--- config.mk ---
export PLATFORM = sky130hd
export DESIGN_NAME = spi_exec_master
export DESIGN_NICKNAME = d
export VERILOG_FILES = /design/src/rtl/spi_exec_pkg.sv /design/src/rtl/spi_clk_div.sv /design/src/rtl/spi_exec_master.sv
export SDC_FILE = /design/constraint.sdc
export NUM_CORES = 1
export LEC_CHECK = 0
export CORE_MARGIN = 4
export CORE_UTILIZATION = 45
export DETAILED_ROUTE_END_ITERATION = 10
export PLACE_DENSITY = 0.7
export REMOVE_ABC_BUFFERS = 1
export SLEW_MARGIN = 10
export SYNTH_ARGS = -nofsm -noshare
export SYNTH_HDL_FRONTEND = slang
export SYNTH_SLANG_ARGS = --single-unit
--- constraint.sdc ---
create_clock -name clock -period 4.2 [get_ports clock]
set_input_delay 0.84 -clock clock [delete_from_list [all_inputs] [get_ports clock]]
set_output_delay 0.84 -clock clock [all_outputs]
set_load 0.02 [all_outputs]
--- src/rtl/spi_exec_pkg.sv ---
// Shared types and frame constants for the SPI execute-stage master.
// SPI_PARITY_EN appends an even-parity bit after the result.
package spi_exec_pkg;

    typedef enum logic [1:0] {IDLE, XFER, DONE} state_e;

    localparam int unsigned CMD_BITS = 40;
    localparam int unsigned RSP_BITS = 16;
`ifdef SPI_PARITY_EN
    localparam int unsigned FRAME_BITS = CMD_BITS + RSP_BITS + 1;
`else
    localparam int unsigned FRAME_BITS = CMD_BITS + RSP_BITS;
`endif
    localparam int unsigned IDX_W = $clog2(FRAME_BITS + 1);

    localparam logic [IDX_W-1:0] CMD_IDX      = IDX_W'(CMD_BITS);
    localparam logic [IDX_W-1:0] LAST_CMD_IDX = IDX_W'(CMD_BITS - 1);
    localparam logic [IDX_W-1:0] LAST_IDX     = IDX_W'(FRAME_BITS - 1);

    localparam logic [7:0] OP_ALU_ADD = 8'h01;
    localparam logic [7:0] OP_ALU_SUB = 8'h02;
    localparam logic [7:0] OP_ALU_AND = 8'h03;
    localparam logic [7:0] OP_ALU_OR  = 8'h04;
    localparam logic [7:0] OP_ALU_XOR = 8'h05;
    localparam logic [7:0] OP_MUL_LO  = 8'h10;
    localparam logic [7:0] OP_MUL_HI  = 8'h11;
    localparam logic [7:0] OP_BAS_SLL = 8'h20;
    localparam logic [7:0] OP_BAS_SRL = 8'h21;
    localparam logic [7:0] OP_BAS_SRA = 8'h22;

endpackage

--- src/rtl/spi_clk_div.sv ---
// sclk generator: toggles sclk every CLK_DIV enabled clocks and flags the
// clock before each rising/falling sclk edge with a one-cycle strobe.
module spi_clk_div #(
    parameter int unsigned CLK_DIV = 4
) (
    input  logic clock,
    input  logic reset,
    input  logic clear,
    input  logic enable,
    output logic sclk,
    output logic rise_stb,
    output logic fall_stb
);

    localparam int unsigned CNT_W = (CLK_DIV > 1) ? $clog2(CLK_DIV) : 1;
    localparam logic [CNT_W-1:0] CNT_MAX = CNT_W'(CLK_DIV - 1);

    logic [CNT_W-1:0] cnt_q;
    logic             stb;

    assign stb      = enable && !clear && (cnt_q == CNT_MAX);
    assign rise_stb = stb && !sclk;
    assign fall_stb = stb && sclk;

    always_ff @(posedge clock or negedge reset) begin
        if (!reset) begin
            cnt_q <= '0;
            sclk  <= 1'b0;
        end else if (clear) begin
            cnt_q <= '0;
            sclk  <= 1'b0;
        end else if (enable) begin
            if (stb) begin
                cnt_q <= '0;
                sclk  <= ~sclk;
            end else begin
                cnt_q <= cnt_q + 1'b1;
            end
        end
    end

endmodule

--- src/rtl/spi_exec_master.sv ---
// SPI master dispatching one {op, a, b} command frame and collecting a 16-bit
// result. Optional SPI_PARITY_EN checks an even-parity bit trailing the result.
module spi_exec_master
    import spi_exec_pkg::*;
#(
    parameter int unsigned CLK_DIV = 4,
    parameter int unsigned OP_W    = 8,
    parameter int unsigned DATA_W  = 16
) (
    input  logic              clock,
    input  logic              reset,
    input  logic              req_valid,
    output logic              req_ready,
    input  logic [OP_W-1:0]   req_op,
    input  logic [DATA_W-1:0] req_a,
    input  logic [DATA_W-1:0] req_b,
    output logic              rsp_valid,
    output logic [DATA_W-1:0] rsp_data,
    output logic              rsp_err,
    output logic              sclk,
    output logic              cs_n,
    output logic              mosi,
    input  logic              miso
);

    state_e              state_q;
    logic [CMD_BITS-1:0] tx_q;
    logic [DATA_W-1:0]   rx_q;
    logic [IDX_W-1:0]    idx_q;
    logic                accept;
    logic                rise_stb;
    logic                fall_stb;
`ifdef SPI_PARITY_EN
    logic                par_q;
`endif

    assign req_ready = (state_q == IDLE);
    assign accept    = req_valid && req_ready;

    spi_clk_div #(
        .CLK_DIV (CLK_DIV)
    ) u_clk_div (
        .clock    (clock),
        .reset    (reset),
        .clear    (accept),
        .enable   (state_q == XFER),
        .sclk     (sclk),
        .rise_stb (rise_stb),
        .fall_stb (fall_stb)
    );

    always_ff @(posedge clock or negedge reset) begin
        if (!reset) begin
            state_q   <= IDLE;
            tx_q      <= '0;
            rx_q      <= '0;
            idx_q     <= '0;
            cs_n      <= 1'b1;
            mosi      <= 1'b0;
            rsp_valid <= 1'b0;
            rsp_data  <= '0;
            rsp_err   <= 1'b0;
`ifdef SPI_PARITY_EN
            par_q     <= 1'b0;
`endif
        end else begin
            rsp_valid <= 1'b0;
            unique case (state_q)
                IDLE: begin
                    if (req_valid) begin
                        tx_q    <= {req_op, req_a, req_b};
                        mosi    <= req_op[OP_W-1];
                        cs_n    <= 1'b0;
                        idx_q   <= '0;
                        state_q <= XFER;
                    end
                end
                XFER: begin
                    // Result bits follow the command; the slave drives them MSB first.
                    if (rise_stb && idx_q >= CMD_IDX) begin
`ifdef SPI_PARITY_EN
                        if (idx_q == LAST_IDX) par_q <= miso;
                        else                   rx_q  <= {rx_q[DATA_W-2:0], miso};
`else
                        rx_q <= {rx_q[DATA_W-2:0], miso};
`endif
                    end
                    if (fall_stb) begin
                        tx_q  <= tx_q << 1;
                        mosi  <= (idx_q < LAST_CMD_IDX) ? tx_q[CMD_BITS-2] : 1'b0;
                        idx_q <= idx_q + 1'b1;
                        if (idx_q == LAST_IDX) state_q <= DONE;
                    end
                end
                DONE: begin
                    cs_n      <= 1'b1;
                    rsp_valid <= 1'b1;
                    rsp_data  <= rx_q;
`ifdef SPI_PARITY_EN
                    rsp_err   <= (^rx_q) != par_q;
`else
                    rsp_err   <= 1'b0;
`endif
                    state_q   <= IDLE;
                end
                default: state_q <= IDLE;
            endcase
        end
    end

endmodule

==> impl_metrics.csv <==
group,metric,value,unit
outcome,status,"completed",
worst_setup_path,path_class,"in2reg",
floorplan,num_rows,33,
worst_setup_path,cp.depth,4,
timing,fin_ws,1620,ps
drt,wl_per_cell,15.4,um
finish,drive_gt1_share,16.2,%
finish,ff_latch_area,2130,um2
drt,drt-initial-drc-count,150,
power_and_ir_drop,p_leak,2.28,nW
worst_setup_path,crit_buf_inv,1,
logic_synthesis,synth-main-ff-cell,"dfrtp_1",
worst_setup_path,required,4430,ps
power_and_ir_drop,power_density,595,nW/um2
global_routing,grt.total_usage,15.6,%
min_path,min_path_type,"reg2reg",
timing,hold_viol,0,
global_routing,grt_pass1_vias,2626,
worst_setup_path,crit_path_max_fanout,42,
floorplan,die_y,99.5,um
timing,maxSlewHeadroom,32.3,%
logic_synthesis,yosysSeqAreaShare,56.5,%
drt,routed_wirelength,7320,um
logic_synthesis,avgSynthCellArea,12.1,um2
timing,setup_viol,0,
timing,tns,0,ps
worst_setup_path,endpoint,"tx_q[23]$_DFFE_PN0P_",
floorplan,dieArea,9890,um2
finish,n_antenna_cell,0,
timing,worstMarginPinSlew,1010,ps
placement,place_ws,1270,ps
drt,dr.pass1.iters,4,
global_routing,antenna_found_initial,0,
logic_synthesis,synthArstFlopShare,100,%
finish,layout_common_cells,"dfrtp_1 (84), clkdlybuf4s50_1 (63), o21ai_0 (39)",
worst_setup_path,cpMaxStageDelayCell,"or3b_2",
logic_synthesis,ys_types,38,
timing,slew_violations,0,
floorplan,die-width,99.5,um
clock_network,clock-root-buffer,"clkbuf_8",
timing,period_needed,2580,ps
clock_network,clock_sinks,85,
global_routing,gr-total-overflow,0,
finish,multi_input_area,1510,um2
worst_setup_path,r2r-end,"rx_q[3]$_DFFE_PN0P_",
finish,fin_nets,412,
timing,rsz0062_at_grt,"false",
worst_setup_path,r2r_cells,4,
logic_synthesis,synth_edf_count,0,
clock_network,clk_path_buf_depth,2,
drt,dr_total_vias,2548,
clock_network,cts_setup_buffers,0,
global_routing,grt_pass1_wl,12400,um
clock_network,clk_latency,340,ps
drt,drc,0,
worst_setup_path,cpPeakStageDelay,820,ps
finish,syn_to_final_growth,23.3,%
clock_network,cts_made_buffers,9,
logic_synthesis,syn_inst,311,
worst_setup_path,crit_arrival,2810,ps
worst_setup_path,crit_start,"req_valid",
drt,post_drt_via_cell_ratio,5.36,
worst_setup_path,reg2reg_from,"u_clk_div.cnt_q[0]$_DFFE_PN0P_",
logic_synthesis,synth-seq-cells,85,
clock_network,cts_tree,"yes",
timing,skew,7.20,ps
floorplan,io_pins,66,
global_routing,grt_max_degree,86,
clock_network,path_clk_slew,80,ps
floorplan,initial_core_util,46.0,%
worst_setup_path,rrSetupSlack,1910,ps
clock_network,cts-htree-levels,3,
timing,fmax,0.387,GHz
placement,globalplace.congestion,0.721,
power_and_ir_drop,ir_drop,201,uV
worst_setup_path,cp-end-kind,"flop",
job,max_cap_viol_count,0,
clock_network,cts-resized-gates,0,
logic_synthesis,synth_area,3760,um2
clock_network,ctsHoldBuffers,0,
placement,portBuffers,64,
placement,dp_hpwl,4680,um
worst_setup_path,crit_path_start_kind,"input port",
finish,layout_commonest_cell,"dfrtp_1",
logic_synthesis,ys_warn_count,0,
worst_setup_path,crit_chain,"clkdlybuf4s50_1, or3b_2, nand2_1, mux2_2",
min_path,min_path_cells,2,
finish,num-fill-cells,710,
worst_setup_path,crit_family,"simple AND/OR/NAND/NOR gates",
drt,drt.antenna.violating_nets,0,
floorplan,core_area,8180,um2
timing,fin_crit_sh,61.4,%
==> registers in the layout, indices dropped and copies added (netlist names) <==
name             flops
cs_n                 1
idx_q                6
mosi                 1
rsp_data            16
rsp_valid            1
rx_q                16
state_q              2
tx_q                39
u_clk_div.cnt_q      2
u_clk_div.sclk       1
==> final cells by class <==
cell class / count / share of cell area, %
Clock inverter: 6 / 1.35
Multi-Input combinational cell: 199 / 32.5
Timing Repair Buffer: 68 / 14.4
Inverter: 2 / 0.162
Clock buffer: 10 / 2.96
Sequential cell: 85 / 45.8
Tap cell: 105 / 2.83
==> per-stage QoR <==
step,hold slack [ps],std cells,power (W),instance area (um2),utilization (%)
2_1_floorplan,463,286,0.00193,3630,-
3_3_place_gp,481,459,0.00217,4440,54.3
3_5_place_dp,491,459,0.00221,4440,54.3
4_1_cts,510,475,0.00279,4640,56.8
5_1_grt,526,475,0.00297,4640,56.8
6_report,505,475,0.00276,4640,56.8
==> worst register-to-register path: stages (launching register included) <==
cell and delay (ps):
dfrtp_1 390, ha_1 290, nand3b_1 200, nor4b_4 880
mux2_2 430
==> power breakdown <==
part	internal [W]	leakage [nW]	switching, W
logic	0.000441	1.06	0.000510
clock network	0.000289	0.0943	0.000285
registers	0.00106	1.12	0.000180
==> metal layers <==
| layer | vias to the layer above | global-route usage (%) | wire (um) |
|---|---|---|---|
| met5 | - | 0 | 0 |
| met4 | 0 | 7.67 | 138 |
| met3 | 13 | 2.88 | 302 |
| met2 | 58 | 23.9 | 3600 |
| met1 | 1254 | 21.4 | 3270 |
| li1 | 1223 | - | - |
==> kinds of logic after synthesis <==
logic type      count (synthesis)  share of synthesized area (%)
other cells                     1                         0.0996
buf+inv                        27                           3.69
mux                            74                           20.9
compound gates                 51                           7.48
simple gates                   69                           10.1
flops                          85                           56.5
xor+xnor                        1                          0.233
fa+ha+maj                       3                          0.997
==> synth_stat cells (all sizes together) (2+ instances only) <==
library cell,count,share of area (%)
clkbuf,8,0.80
nand3,38,5.1
o21ai,39,5.2
nor2,6,0.60
inv,2,0.20
nor2b,3,0.50
mux2,36,11
dfrtp,84,56
ha,3,1.0
nand4,2,0.33
a31oi,2,0.33
a21oi,3,0.40
mux2i,38,10
buf,17,2.7
nand2,8,0.80
nor3b,3,0.60
==> worst min path at each step <==
| stage | from | endpoint | slack (ps) |
|---|---|---|---|
| floorplan | tx_q[22]$_DFFE_PN0P_ | tx_q[22]$_DFFE_PN0P_ | 460 |
| finish | tx_q[29]$_DFFE_PN0P_ | tx_q[29]$_DFFE_PN0P_ | 500 |
| global route | rsp_data[5]$_DFFE_PN0P_ | rsp_data[5]$_DFFE_PN0P_ | 530 |
| global placement | tx_q[36]$_DFFE_PN0P_ | tx_q[36]$_DFFE_PN0P_ | 480 |
| CTS | tx_q[36]$_DFFE_PN0P_ | tx_q[36]$_DFFE_PN0P_ | 510 |
| detailed placement | tx_q[36]$_DFFE_PN0P_ | tx_q[36]$_DFFE_PN0P_ | 490 |
No activity file was read; power rests on OpenSTA's default activity.
